$ cat src/rtl/tick_scheduler.sv
// Multi-channel timebase: a shared prescaler produces base ticks, and per-channel
// counters divide them into tick strobes and square waves; periods load via req/ack.
module tick_scheduler #(
    parameter int PRESCALE = 50000,
    parameter int NCH      = 4,
    parameter int CW       = 16,
    parameter int CHW      = 2
) (
    input  logic           clk,
    input  logic           rst,
    input  logic           en,
    input  logic [NCH-1:0] ch_en,
    input  logic           cfg_req,
    input  logic [CHW-1:0] cfg_ch,
    input  logic [CW-1:0]  cfg_period,
    output logic           cfg_ack,
    output logic           base_tick,
    output logic [NCH-1:0] tick,
    output logic [NCH-1:0] sq
);

    localparam int            PW   = (PRESCALE > 1) ? $clog2(PRESCALE) : 1;
    localparam logic [PW-1:0] PMAX = PW'(PRESCALE - 1);

    typedef enum logic [1:0] {
        S_IDLE,
        S_APPLY,
        S_ACK
    } cfg_state_e;

    cfg_state_e     state_q, state_d;
    logic [PW-1:0]  pcnt_q, pcnt_d;
    logic           base_tick_q, base_tick_d;
    logic           cfg_ack_q, cfg_ack_d;
    logic [CHW-1:0] cfg_ch_q, cfg_ch_d;
    logic [CW-1:0]  cfg_period_q, cfg_period_d;
    logic [CW-1:0]  period_q [NCH];
    logic [CW-1:0]  period_d [NCH];
    logic [CW-1:0]  ccnt_q [NCH];
    logic [CW-1:0]  ccnt_d [NCH];
    logic [NCH-1:0] tick_q, tick_d;
    logic [NCH-1:0] sq_q, sq_d;

    logic           pwrap;
    logic           apply;
    logic [NCH-1:0] write_hit;

    // Prescaler and configuration handshake.
    always_comb begin
        // NOTE: every combinational output gets a default first so no path can infer a latch.
        pwrap        = en && (pcnt_q == PMAX);
        pcnt_d       = pcnt_q;
        if (en) begin
            pcnt_d = pwrap ? '0 : pcnt_q + 1'b1;
        end
        base_tick_d  = pwrap;

        state_d      = state_q;
        cfg_ch_d     = cfg_ch_q;
        cfg_period_d = cfg_period_q;
        cfg_ack_d    = 1'b0;
        apply        = 1'b0;
        unique case (state_q)
            S_IDLE: begin
                if (cfg_req) begin
                    state_d      = S_APPLY;
                    cfg_ch_d     = cfg_ch;
                    cfg_period_d = cfg_period;
                end
            end
            S_APPLY: begin
                state_d   = S_ACK;
                apply     = 1'b1;
                cfg_ack_d = 1'b1;
            end
            S_ACK: begin
                if (cfg_req) begin
                    cfg_ack_d = 1'b1;
                end else begin
                    state_d = S_IDLE;
                end
            end
            default: state_d = S_IDLE;
        endcase
    end

    // Channel counters; a config write to a channel overrides its pwrap on the same edge.
    always_comb begin
        write_hit = '0;
        tick_d    = '0;
        sq_d      = sq_q;
        for (int i = 0; i < NCH; i++) begin
            write_hit[i] = apply && (cfg_ch_q == CHW'(i));
            period_d[i]  = write_hit[i] ? cfg_period_q : period_q[i];
            ccnt_d[i]    = ccnt_q[i];
            if (!ch_en[i]) begin
                ccnt_d[i] = '0;
                sq_d[i]   = 1'b0;
            end else if (write_hit[i] || (period_q[i] == '0)) begin
                ccnt_d[i] = '0;
            end else if (pwrap) begin
                if (ccnt_q[i] == period_q[i] - 1'b1) begin
                    ccnt_d[i] = '0;
                    tick_d[i] = 1'b1;
                    sq_d[i]   = ~sq_q[i];
                end else begin
                    ccnt_d[i] = ccnt_q[i] + 1'b1;
                end
            end
        end
    end

    always_ff @(posedge clk or negedge rst) begin
        if (!rst) begin
            state_q      <= S_IDLE;
            pcnt_q       <= '0;
            base_tick_q  <= 1'b0;
            cfg_ack_q    <= 1'b0;
            cfg_ch_q     <= '0;
            cfg_period_q <= '0;
            tick_q       <= '0;
            sq_q         <= '0;
            // NOTE: the period array is reset too, since every channel must restart at period 1.
            for (int i = 0; i < NCH; i++) begin
                period_q[i] <= CW'(1);
                ccnt_q[i]   <= '0;
            end
        end else begin
            state_q      <= state_d;
            pcnt_q       <= pcnt_d;
            base_tick_q  <= base_tick_d;
            cfg_ack_q    <= cfg_ack_d;
            cfg_ch_q     <= cfg_ch_d;
            cfg_period_q <= cfg_period_d;
            tick_q       <= tick_d;
            sq_q         <= sq_d;
            for (int i = 0; i < NCH; i++) begin
                period_q[i] <= period_d[i];
                ccnt_q[i]   <= ccnt_d[i];
            end
        end
    end

    assign cfg_ack   = cfg_ack_q;
    assign base_tick = base_tick_q;
    assign tick      = tick_q;
    assign sq        = sq_q;

endmodule

$ cat config.mk
export PLATFORM = sky130hd
export DESIGN_NAME = tick_scheduler
export DESIGN_NICKNAME = d
export VERILOG_FILES = /design/src/rtl/tick_scheduler.sv
export SDC_FILE = /design/constraint.sdc
export NUM_CORES = 1
export LEC_CHECK = 0
export BUFFER_PORTS_ARGS = -buffer_cell sky130_fd_sc_hd__clkbuf_2
export CORE_ASPECT_RATIO = 1.2
export CORE_MARGIN = 2
export CORE_UTILIZATION = 55
export DETAILED_ROUTE_END_ITERATION = 10
export GPL_TIMING_DRIVEN = 0
export PLACE_DENSITY_LB_ADDON = 0.15
export RECOVER_POWER = 25
export SYNTH_ARGS = -nofsm -noshare
export SYNTH_HDL_FRONTEND = slang
export SYNTH_SLANG_ARGS = --single-unit
export TNS_END_PERCENT = 1
$ cat constraint.sdc
create_clock -name clk -period 5.7 [get_ports clk]
set_clock_uncertainty 0.05 [all_clocks]
set_input_delay 0.57 -clock clk [delete_from_list [all_inputs] [get_ports clk]]
set_output_delay 0.57 -clock clk [all_outputs]
set_load 0.02 [all_outputs]
==> results.cfg, run 1 <==
[clocking]
htreeDepth = 4
numCtsBuffers = 17
cts_buffer_depth = 2
cts.reportedPaths.clkPinSlew_ns = 0.06
cts_root_buffer = clkbuf_16
cts_hold_buffers = 0
cts_tree = done
clock-sinks = 174
post-cts-setup-buffer-count = 0
cts_resized = 0
insertion_delay_ns = 0.43

[placement]
place_area_sq_um = 10900
post-dp-hpwl_mm = 18.4
io_buffer_count = 35
gp_congestion = 0.847

[final_layout]
area_growth_pct = 10.8
nets = 1183
n_antenna_cell = 0
stdcell_area_sq_um = 11500
layout.cells.most_common = dfrtp_1
final_cell_mix = dfrtp_1 (170), nand2_1 (102), mux2_2 (82)
drive_gt1_share_pct = 15.1

[route]
drtAntennaViolNets = 0
wirelength_mm = 26.1
vias = 8573
route.met2.wl_mm = 12.6
top_layer = met4
firstDrtPassIters = 6
wire_per_inst_microns = 18.5
routed-wl-met3_mm = 1.18
drc = 0
vias_per_cell = 6.07
wl_met1_mm = 11.6
drtIter0Drc = 599

[timing]
slew-limit-headroom_pct = -124
finalHoldViolCount = 0
report.final.setup_viol = 0
tightest_slew_ns = 3.36
slew_viol_final = 60
max_freq_mhz = 264
rsz0062_at_grt = false
fin_crit_sh_pct = 66.5
fin_tns_setup_ns = 0
layout_min_cycle_time_ns = 3.79

[logic_synthesis]
synth_compound_area_share_pct = 10.4
synth_flop_cell = dfrtp_1
synthesis.area_sq_um = 10400
syn_avg_cell_area_sq_um = 9.55
synthMuxAreaShare_pct = 9.37
yosysWarningCount = 0
synth_top_family_by_area = simple AND/OR/NAND/NOR gates
synth-xor-area-share_pct = 9.74
async_reset_ff_share_pct = 100
synth_edf_count = 0
synth_fa_ha_area_share_pct = 1.57
synth_fp_nets = 1127
ys_types = 71
ys_ff_latch = 174
synth_seq_area_share_pct = 42.0
synth-simple-area-share_pct = 24.0
synthCells = 1088

[global_routing]
grt_overflow = 0
grt_pass1_wl_mm = 41.8
antenna_found_initial = 0
grt_pass1_vias = 8068
grt_util_all_layers_pct = 26.8
grt_max_degree = 116

[min_path]
min_path_type = primary input to register
hold_path.startpoint = cfg_period[6]
min_to = cfg_period_q[6]$_DFFE_PN0P_
hold_path_depth = 2

[setup_path]
start_kind = register
regToRegEndpoint = ccnt_q[63]$_DFFE_PN0P_
critPathKind = register to register
critPathArrivalTime_ns = 4.02
cp_max_fo = 10
r2r_slack_ns = 1.91
r2r_cells = 8
timing.rr.start = period_q[50]$_DFFE_PN0P_
crit_required_ns = 5.93
end_kind = register

[floorplan]
start_util_pct = 55.5
die_y_microns = 155
core_sq_um = 18700
io_pins = 36
die_x_microns = 129
rows = 55
dieArea_sq_um = 20000

[run_status]
violations = max-capacitance violations, max-slew violations
status = finished with violations

[power_and_ir_drop]
peakVddDrop_v = 0.000338
leakage_nw = 4.61
pwr_density_cell_nw_per_um2 = 437

[job]
maxCapViolCount = 1
==> area by class of cell <==
type / count / area (sq um)
fill: 1655 / 7210
multi-input combinational: 838 / 5720
sequential: 174 / 4360
clock buffer: 21 / 450
tap: 256 / 320
buffer: 59 / 240
timing repair buffer: 37 / 206
clock inverter: 10 / 140
inverter: 17 / 63.8
==> worst max-delay path by stage <==
stage / start / endpoint / slack (ns) / cells after the start
6_report: period_q[50]$_DFFE_PN0P_ / ccnt_q[63]$_DFFE_PN0P_ / 1.91 / 8
5_1_grt: period_q[50]$_DFFE_PN0P_ / ccnt_q[63]$_DFFE_PN0P_ / 1.66 / 8
4_1_cts: period_q[50]$_DFFE_PN0P_ / ccnt_q[63]$_DFFE_PN0P_ / 1.96 / 8
3_5_place_dp: period_q[17]$_DFFE_PN0P_ / ccnt_q[26]$_DFFE_PN0P_ / 1.99 / 12
3_3_place_gp: rst / cfg_period_q[15]$_DFFE_PN0P_ / 0.74 / 1
2_1_floorplan: period_q[17]$_DFFE_PN0P_ / ccnt_q[19]$_DFFE_PN0P_ / 2.31 / 12
==> worst max-delay path, stage by stage (launching register included) <==
cell      delay [ns]
dfrtp_1         0.36
clkbuf_1        0.22
nor4_4          0.57
nand3_1         0.36
or4_1           0.56
a221oi_1        0.28
nand4_1         0.46
o21bai_1        0.64
nor2_1          0.14
==> Yosys cell counts (4+ instances only) <==
library cell / n / area [sq um]
dfrtp_1: 170 / 4250
nand2_1: 102 / 383
mux2_2: 82 / 923
xnor2_1: 67 / 587
nand3_1: 60 / 300
nor2_1: 58 / 218
nor3_1: 56 / 280
clkbuf_1: 51 / 191
xor2_1: 46 / 403
o21ai_0: 35 / 175
a21oi_1: 28 / 140
a31oi_1: 25 / 156
nand4_1: 25 / 156
nor4_1: 24 / 150
and3_1: 21 / 131
inv_1: 16 / 60.1
or4_1: 15 / 113
ha_1: 13 / 163
nand3b_1: 13 / 97.6
nand4b_1: 12 / 105
and2_1: 11 / 68.8
nor2b_1: 11 / 68.8
or3_1: 9 / 56.3
nand2b_1: 8 / 50.1
nor3b_1: 8 / 60.1
o22ai_1: 8 / 50.1
a211oi_1: 7 / 52.6
o31ai_1: 7 / 52.6
or2_2: 6 / 37.5
a21boi_0: 5 / 37.5
mux2i_1: 5 / 50.1
nor4b_1: 5 / 43.8
a211o_1: 4 / 35.0
and4_1: 4 / 35.0
dfstp_2: 4 / 105
o311ai_0: 4 / 35.0
==> per-layer routing <==
layer  GRT usage, %  vias to the layer above
met4           9.52                        0
li1               -                     4101
met5              0                        -
met2           44.1                      233
met3           4.08                       46
met1           36.1                     4193
==> cell families (layout without fill, tap and decap cells) <==
family | count (synthesis) | count (layout)
adders and majority gates | 13 | 13
buffers and inverters | 76 | 144
DFF | 174 | 174
AOI/OAI and AO/OA | 163 | 163
xor gates and xnor gates | 114 | 114
and+or+nand+nor | 461 | 461
muxes | 87 | 87
==> sequential cells by signal, summed over array words and instances (netlist names), 2 cells and up <==
signal / flops
tick: 4
sq: 4
period_q: 64
pcnt_q: 16
state_q: 2
cfg_ch_q: 2
ccnt_q: 64
cfg_period_q: 16
==> report_power, final <==
| part | switching (mW) | leakage, nW | internal (mW) |
|---|---|---|---|
| combinational | 0.882 | 2.07 | 0.867 |
| clock | 0.494 | 0.291 | 0.699 |
| sequential | 0.511 | 2.25 | 1.57 |
| total | 1.89 | 4.61 | 3.14 |
==> metrics by stage <==
stage | util [%] | setup slack, ns | cells | total power, mW | hold slack [ns]
4_1_cts | 61.5 | 1.96 | 1412 | 5.03 | 0.0839
2_1_floorplan | - | 2.31 | 1088 | 3.32 | 0.224
5_1_grt | 61.5 | 1.66 | 1412 | 5.34 | 0.315
3_3_place_gp | 58.1 | 0.743 | 1379 | 3.78 | 0.425
3_5_place_dp | 58.4 | 1.99 | 1381 | 3.83 | 0.432
6_report | 61.5 | 1.91 | 1412 | 5.03 | 0.317
Power figures use the tool's default switching activity.
==> inputs of run 2 (changes only) <==
- ABC_AREA: not set -> 1
- clock period: 5.7 -> 3.45 ns (I/O delays scaled with it)
==> run 2 against run 1 <==
Compared with the run above: the run still ends with max-capacitance violations, max-slew violations left; via count grew 11%; first-iteration DRC count up 12%; global-route usage decreased by 0.098 points; count of clock-buffer cells in the layout shrank 3; synthesized area up 4.7%; total power increased by 75%; die area increased by 4.6%; synthesized cell count increased by 35%; sequential power up 58%; clock power is 71% higher; flip-flop and latch count stayed put; largest power group is now combinational logic; highest routed layer unchanged.
==> results.cfg, run 2 <==
[run_status]
status = finished with violations
violations = max-capacitance violations, max-slew violations

[logic_synthesis]
synth_edf_count = 0
ys_types = 47
synth_fp_nets = 1507
synth_most_common_cell = nand2_1
ys_ff_latch = 174
async_reset_ff_share_pct = 100
synthCells = 1468
synth_top_area_cell = dfrtp_1
synth_seq_area_share_pct = 40.1
synth_top_area_share_pct = 39.1
yosysWarningCount = 0
synth_common_cells = nand2_1 (390), inv_1 (196), dfrtp_1 (170), nor2_1 (168), nand3_1 (97)
synth_flop_cell = dfrtp_1
synthTopCellsByArea = dfrtp_1 (39%), nand2_1 (13%), inv_1 (6.8%)
synthesis.area_sq_um = 10900
syn_avg_cell_area_sq_um = 7.41

[placement]
post-dp-hpwl_mm = 19.7
place_area_sq_um = 11400
io_buffer_count = 34
gp_congestion = 0.881
placed_cells = 1764

[final_layout]
final_cell_mix = nand2_1 (390), inv_1 (197), dfrtp_1 (170)
n_antenna_cell = 0
drive_gt1_share_pct = 10.5
nFillCells = 1852
nets = 1562
stdcell_area_sq_um = 12000
area_growth_pct = 10.6
layout.cells.most_common = nand2_1
largestRegisters = ccnt_q (64), period_q (64)
final_cells = 1797
multi_input_area_sq_um = 5620
regArea_sq_um = 4360

[clocking]
cts_root_buffer = clkbuf_16
cts_buffer_depth = 2
cts_tree = done
cts_resized = 0
insertion_delay_ns = 0.45
htreeDepth = 4
cts_hold_buffers = 1
numCtsBuffers = 17
clock-sinks = 174
post-cts-setup-buffer-count = 0
cts.reportedPaths.clkPinSlew_ns = 0.08

[setup_path]
max_stage_delay_ns = 0.38
crit_required_ns = 3.72
critPathArrivalTime_ns = 2.78
crit_family = simple AND/OR/NAND/NOR gates
slowest_stage = dfstp_2
cp_max_fo = 10
crit_top_cell = nand2_1
critPathKind = register to register
end_kind = register
start_kind = register
path_cells = inv_1 -> ha_1 -> nand2_1 -> nor2_4 -> nand3_1 -> o21ai_1 -> nor2_1 -> nand2_1 -> buf_2 -> o22ai_2
critical_path_buf_inv_count = 2

[global_routing]
antenna_found_initial = 0
grt_pass1_wl_mm = 44.8
grt_util_all_layers_pct = 26.7
grt_max_degree = 89
grt_pass1_vias = 9495
grt_overflow = 0

[power_and_ir_drop]
peakVddDrop_v = 0.000547
leakage_nw = 5.69
finalPower_mw = 8.80
pwr_density_cell_nw_per_um2 = 732

[timing]
rsz0062_at_grt = false
fin_crit_sh_pct = 72.8
slew-limit-headroom_pct = -48.8
report.final.setup_viol = 0
max_freq_mhz = 398
slew_viol_final = 87
hold_ws_ns = 0.0633
finalHoldViolCount = 0
layout_min_cycle_time_ns = 2.51
tightest_slew_ns = 2.23

[min_path]
min_path_type = primary input to register

[route]
drc = 0
vias_per_cell = 5.28
wirelength_mm = 26.4
firstDrtPassIters = 5
vias = 9481
drtIter0Drc = 673
drtAntennaViolNets = 0
wire_per_inst_microns = 14.7

[floorplan]
io_pins = 36
rows = 56
die_y_microns = 158
die_x_microns = 132
start_util_pct = 55.8
dieArea_sq_um = 20900
core_sq_um = 19500

[job]
maxCapViolCount = 1
[run 2: area by class of cell]
| type | instances | area share, % |
|---|---|---|
| Buffer | 25 | 1.12 |
| Clock inverter | 14 | 1.49 |
| Multi-Input combinational cell | 1066 | 46.7 |
| Inverter | 203 | 6.34 |
| Sequential cell | 174 | 36.2 |
| Timing Repair Buffer | 36 | 1.72 |
| Tap cell | 261 | 2.72 |
| Clock buffer | 18 | 3.65 |
[run 2: final timing paths]
| kind | slack, ns | endpoint | start | cells after the start |
|---|---|---|---|---|
| min in group asynchronous | 1.03 | ccnt_q[52]$_DFFE_PN0P_ | rst | 2 |
| setup reg to reg | 0.94 | ccnt_q[31]$_DFFE_PN0P_ | period_q[16]$_DFFE_PN1P_ | 10 |
| setup / recovery | 0.94 | ccnt_q[31]$_DFFE_PN0P_ | period_q[16]$_DFFE_PN1P_ | 10 |
| hold reg to reg | 0.44 | period_q[40]$_DFFE_PN0P_ | cfg_period_q[8]$_DFFE_PN0P_ | 2 |
| hold / removal | 0.06 | sq[1]$_DFFE_PN0P_ | ch_en[1] | 3 |
| max in group asynchronous | 0.98 | ccnt_q[9]$_DFFE_PN0P_ | rst | 2 |
[run 2: logic make-up after synthesis]
family	count (synthesis)	synth area share, %
AO/OA/AOI/OAI	157	8.50
XOR/XNOR	104	8.37
adder cells (fa/ha/maj)	13	1.50
buffers and inverters	228	8.25
flip-flops	174	40.1
multiplexers	8	0.828
AND/OR/NAND/NOR	784	32.5
[run 2: tightest hold or removal path: cells and delay by family]
| family | cells | cell delay [ns] |
|---|---|---|
| buffers and inverters | 1 | 0.09 |
| AND/OR/NAND/NOR | 2 | 0.09 |
[run 2: routing by layer]
layer | global-route usage, % | wire [microns] | vias to the layer above
met5 | 0 | 0 | -
met4 | 9.37 | 596 | 0
met3 | 3.81 | 845 | 43
met2 | 47.9 | 13400 | 178
met1 | 33.1 | 11700 | 4479
li1 | - | - | 4781
[run 2: per-stage QoR]
stage	setup WS, ns	TNS (ns)	util (%)
4_1_cts	0.956	0	61.8
2_1_floorplan	1.38	0	-
6_report	0.939	0	61.7
3_5_place_dp	0.978	0	58.6
5_1_grt	0.542	0	61.7
3_3_place_gp	-1.27	-214.25	58.4
[run 2: where the power goes]
part	total, mW	internal (mW)	leakage [nW]	switching, mW
sequential	3.30	2.59	2.23	0.712
clock	2.04	1.12	0.302	0.922
combinational	3.46	1.22	3.16	2.24
==> inputs of run 3 (changes only) <==
- clock period: 3.45 -> 2.4 ns (I/O delays scaled with it)
==> run 3 against run 2 <==
Compared with the run above: the flow now finishes without violations; combinational power increased by 51%; routed wire length is 1.8% higher; count of clock-buffer cells in the layout stayed put; register-to-register slack got worse by 0.90 ns; largest power group unchanged.
==> results.cfg, run 3 (synthesized netlist as in run 2, its figures left out) <==
[setup_path]
path_cells = inv_4 -> ha_4 -> inv_2 -> nand2_2 -> nand2_1 -> nor2_1 -> nand3_1 -> nor2_2 -> nand2_1 -> nor2_1 -> nand2_1 -> nor2_4 -> nand3_4 -> nand2_4 -> clkbuf_16 -> o22ai_2
slowest_stage = dfstp_2
critPathArrivalTime_ns = 2.63
end_kind = register
max_stage_delay_ns = 0.56
crit_top_cell = nand2_1
start_kind = register
critPathKind = register to register
cp_max_fo = 5
crit_required_ns = 2.67

[power_and_ir_drop]
seqPwrFrac_pct = 36.8
peakVddDrop_v = 0.000789
switchingPower_mw = 5.71
power.internal_mw = 7.22
p_comb_share_pct = 40.5
clock_power_share_pct = 22.6
pwr_density_cell_nw_per_um2 = 1050
leakage_nw = 5.83
power_switching_share_pct = 44.2

[min_path]
min_path_type = primary input to register

[route]
vias_per_cell = 5.27
drtAntennaViolNets = 0
vias = 9573
wirelength_mm = 26.9
drc = 0
wire_per_inst_microns = 14.8
drtIter0Drc = 701
firstDrtPassIters = 6

[placement]
preCtsSetupSlack_ns = -0.0721
io_buffer_count = 34
post-dp-hpwl_mm = 19.7
gp_congestion = 0.881

[floorplan]
io_pins = 36
rows = 56
die_y_microns = 158
start_util_pct = 55.8
dieArea_sq_um = 20900
core_sq_um = 19500
die_x_microns = 132

[timing]
layout_min_cycle_time_ns = 2.36
finalHoldViolCount = 0
setup_ws_ns = 0.0408
max_freq_mhz = 424
fin_crit_sh_pct = 98.3
tightest_slew_ns = 1.22
report.final.setup_viol = 0
rsz0062_at_grt = true
slew_viol_final = 0
slew-limit-headroom_pct = 18.6

[final_layout]
layout.cells.most_common = nand2_1
area_growth_pct = 13.7
nets = 1581
nFillCells = 1813
final_cell_mix = nand2_1 (384), inv_1 (194), dfrtp_1 (170)
largestRegisters = ccnt_q (64), period_q (64)
n_antenna_cell = 0
drive_gt1_share_pct = 12.5
utilization_pct = 63.5

[clocking]
cts_buffer_depth = 2
cts_tree = done
numCtsBuffers = 17
cts_root_buffer = clkbuf_16
cts.reportedPaths.clkPinSlew_ns = 0.07
insertion_delay_ns = 0.45
htreeDepth = 4
clock-sinks = 174

[global_routing]
grt_util_all_layers_pct = 26.8
antenna_found_initial = 0
grt_pass1_vias = 9532
grt_overflow = 0
grt_max_degree = 89
grt_pass1_wl_mm = 45.0

[run_status]
status = completed

[job]
maxCapViolCount = 0
run 3: cell count changes in the layout (fill, tap and decap cells not counted), sizes merged:
cell	change
dlygate4sd3	+9
buf	+8
clkbuf	+2
run 3: final cells by class:
cell class | count | area, sq um | area share, %
Buffer | 25 | 140 | 1.13
Clock buffer | 18 | 439 | 3.55
Clock inverter | 14 | 179 | 1.45
Inverter | 203 | 764 | 6.18
Multi-Input combinational cell | 1066 | 5770 | 46.6
Sequential cell | 174 | 4360 | 35.2
Tap cell | 261 | 327 | 2.64
Timing Repair Buffer | 55 | 393 | 3.18
run 3: power groups by stage:
stage / Sequential (mW) / Clock, mW / Combinational, mW
5_1_grt: 4.86 / 3.08 / 6.07
4_1_cts: 4.73 / 2.96 / 5.00
3_5_place_dp: 4.77 / 0 / 4.93
3_3_place_gp: 4.76 / 0 / 4.79
6_report: 4.76 / 2.93 / 5.24
2_1_floorplan: 4.40 / 0 / 3.95
run 3: metrics by stage:
stage                     std cells  TNS (ns)  total power, mW  hold slack, ns  area (sq um)
after global routing           1816     -1.37             14.0          0.0122         12400
final                          1816         0             12.9         0.00355         12400
after floorplan                1468         0             8.35          -0.106         10900
after detailed placement       1764    -0.628             9.70           0.294         11400
after global placement         1763   -378.76             9.55           0.413         11400
after CTS                      1806   -0.0100             12.7         0.00274         12100
run 3: layer usage:
layer	routed length (microns)	vias up	global-route usage [%]
met5	0	-	0
met4	595	0	9.37
met3	925	44	3.78
met2	13700	203	48.4
met1	11700	4515	33.0
li1	-	4811	-
run 3: worst paths after layout:
| kind | endpoint | startpoint | slack [ns] | cells after the start |
|---|---|---|---|---|
| worst max-delay path | ccnt_q[25]$_DFFE_PN0P_ | period_q[16]$_DFFE_PN1P_ | 0.04 | 16 |
| worst min-delay path | pcnt_q[0]$_DFFE_PN0P_ | en | 0.004 | 2 |
| worst max register to register | ccnt_q[25]$_DFFE_PN0P_ | period_q[16]$_DFFE_PN1P_ | 0.04 | 16 |
| worst min register to register | period_q[40]$_DFFE_PN0P_ | cfg_period_q[8]$_DFFE_PN0P_ | 0.43 | 2 |
| max in group asynchronous | period_q[0]$_DFFE_PN1P_ | rst | 0.68 | 3 |
| min in group asynchronous | ccnt_q[52]$_DFFE_PN0P_ | rst | 0.55 | 2 |
run 3: worst max-delay path, delay by kind of cell (launching register included):
kind,cells,cell delay (ns)
AND/OR/NAND/NOR,11,1.07
flip-flops,1,0.56
adder cells (fa/ha/maj),1,0.26
buffers and inverters,3,0.24
AO/OA/AOI/OAI,1,0.05
run 3: what timing repair did:
action	in CTS	in global routing
gates cloned	0	1
resized for setup	3	36
hold buffers	10	0
endpoints found under the hold margin	94	0
setup buffers	0	9
pin swaps	1	15
setup endpoints to repair	27	71
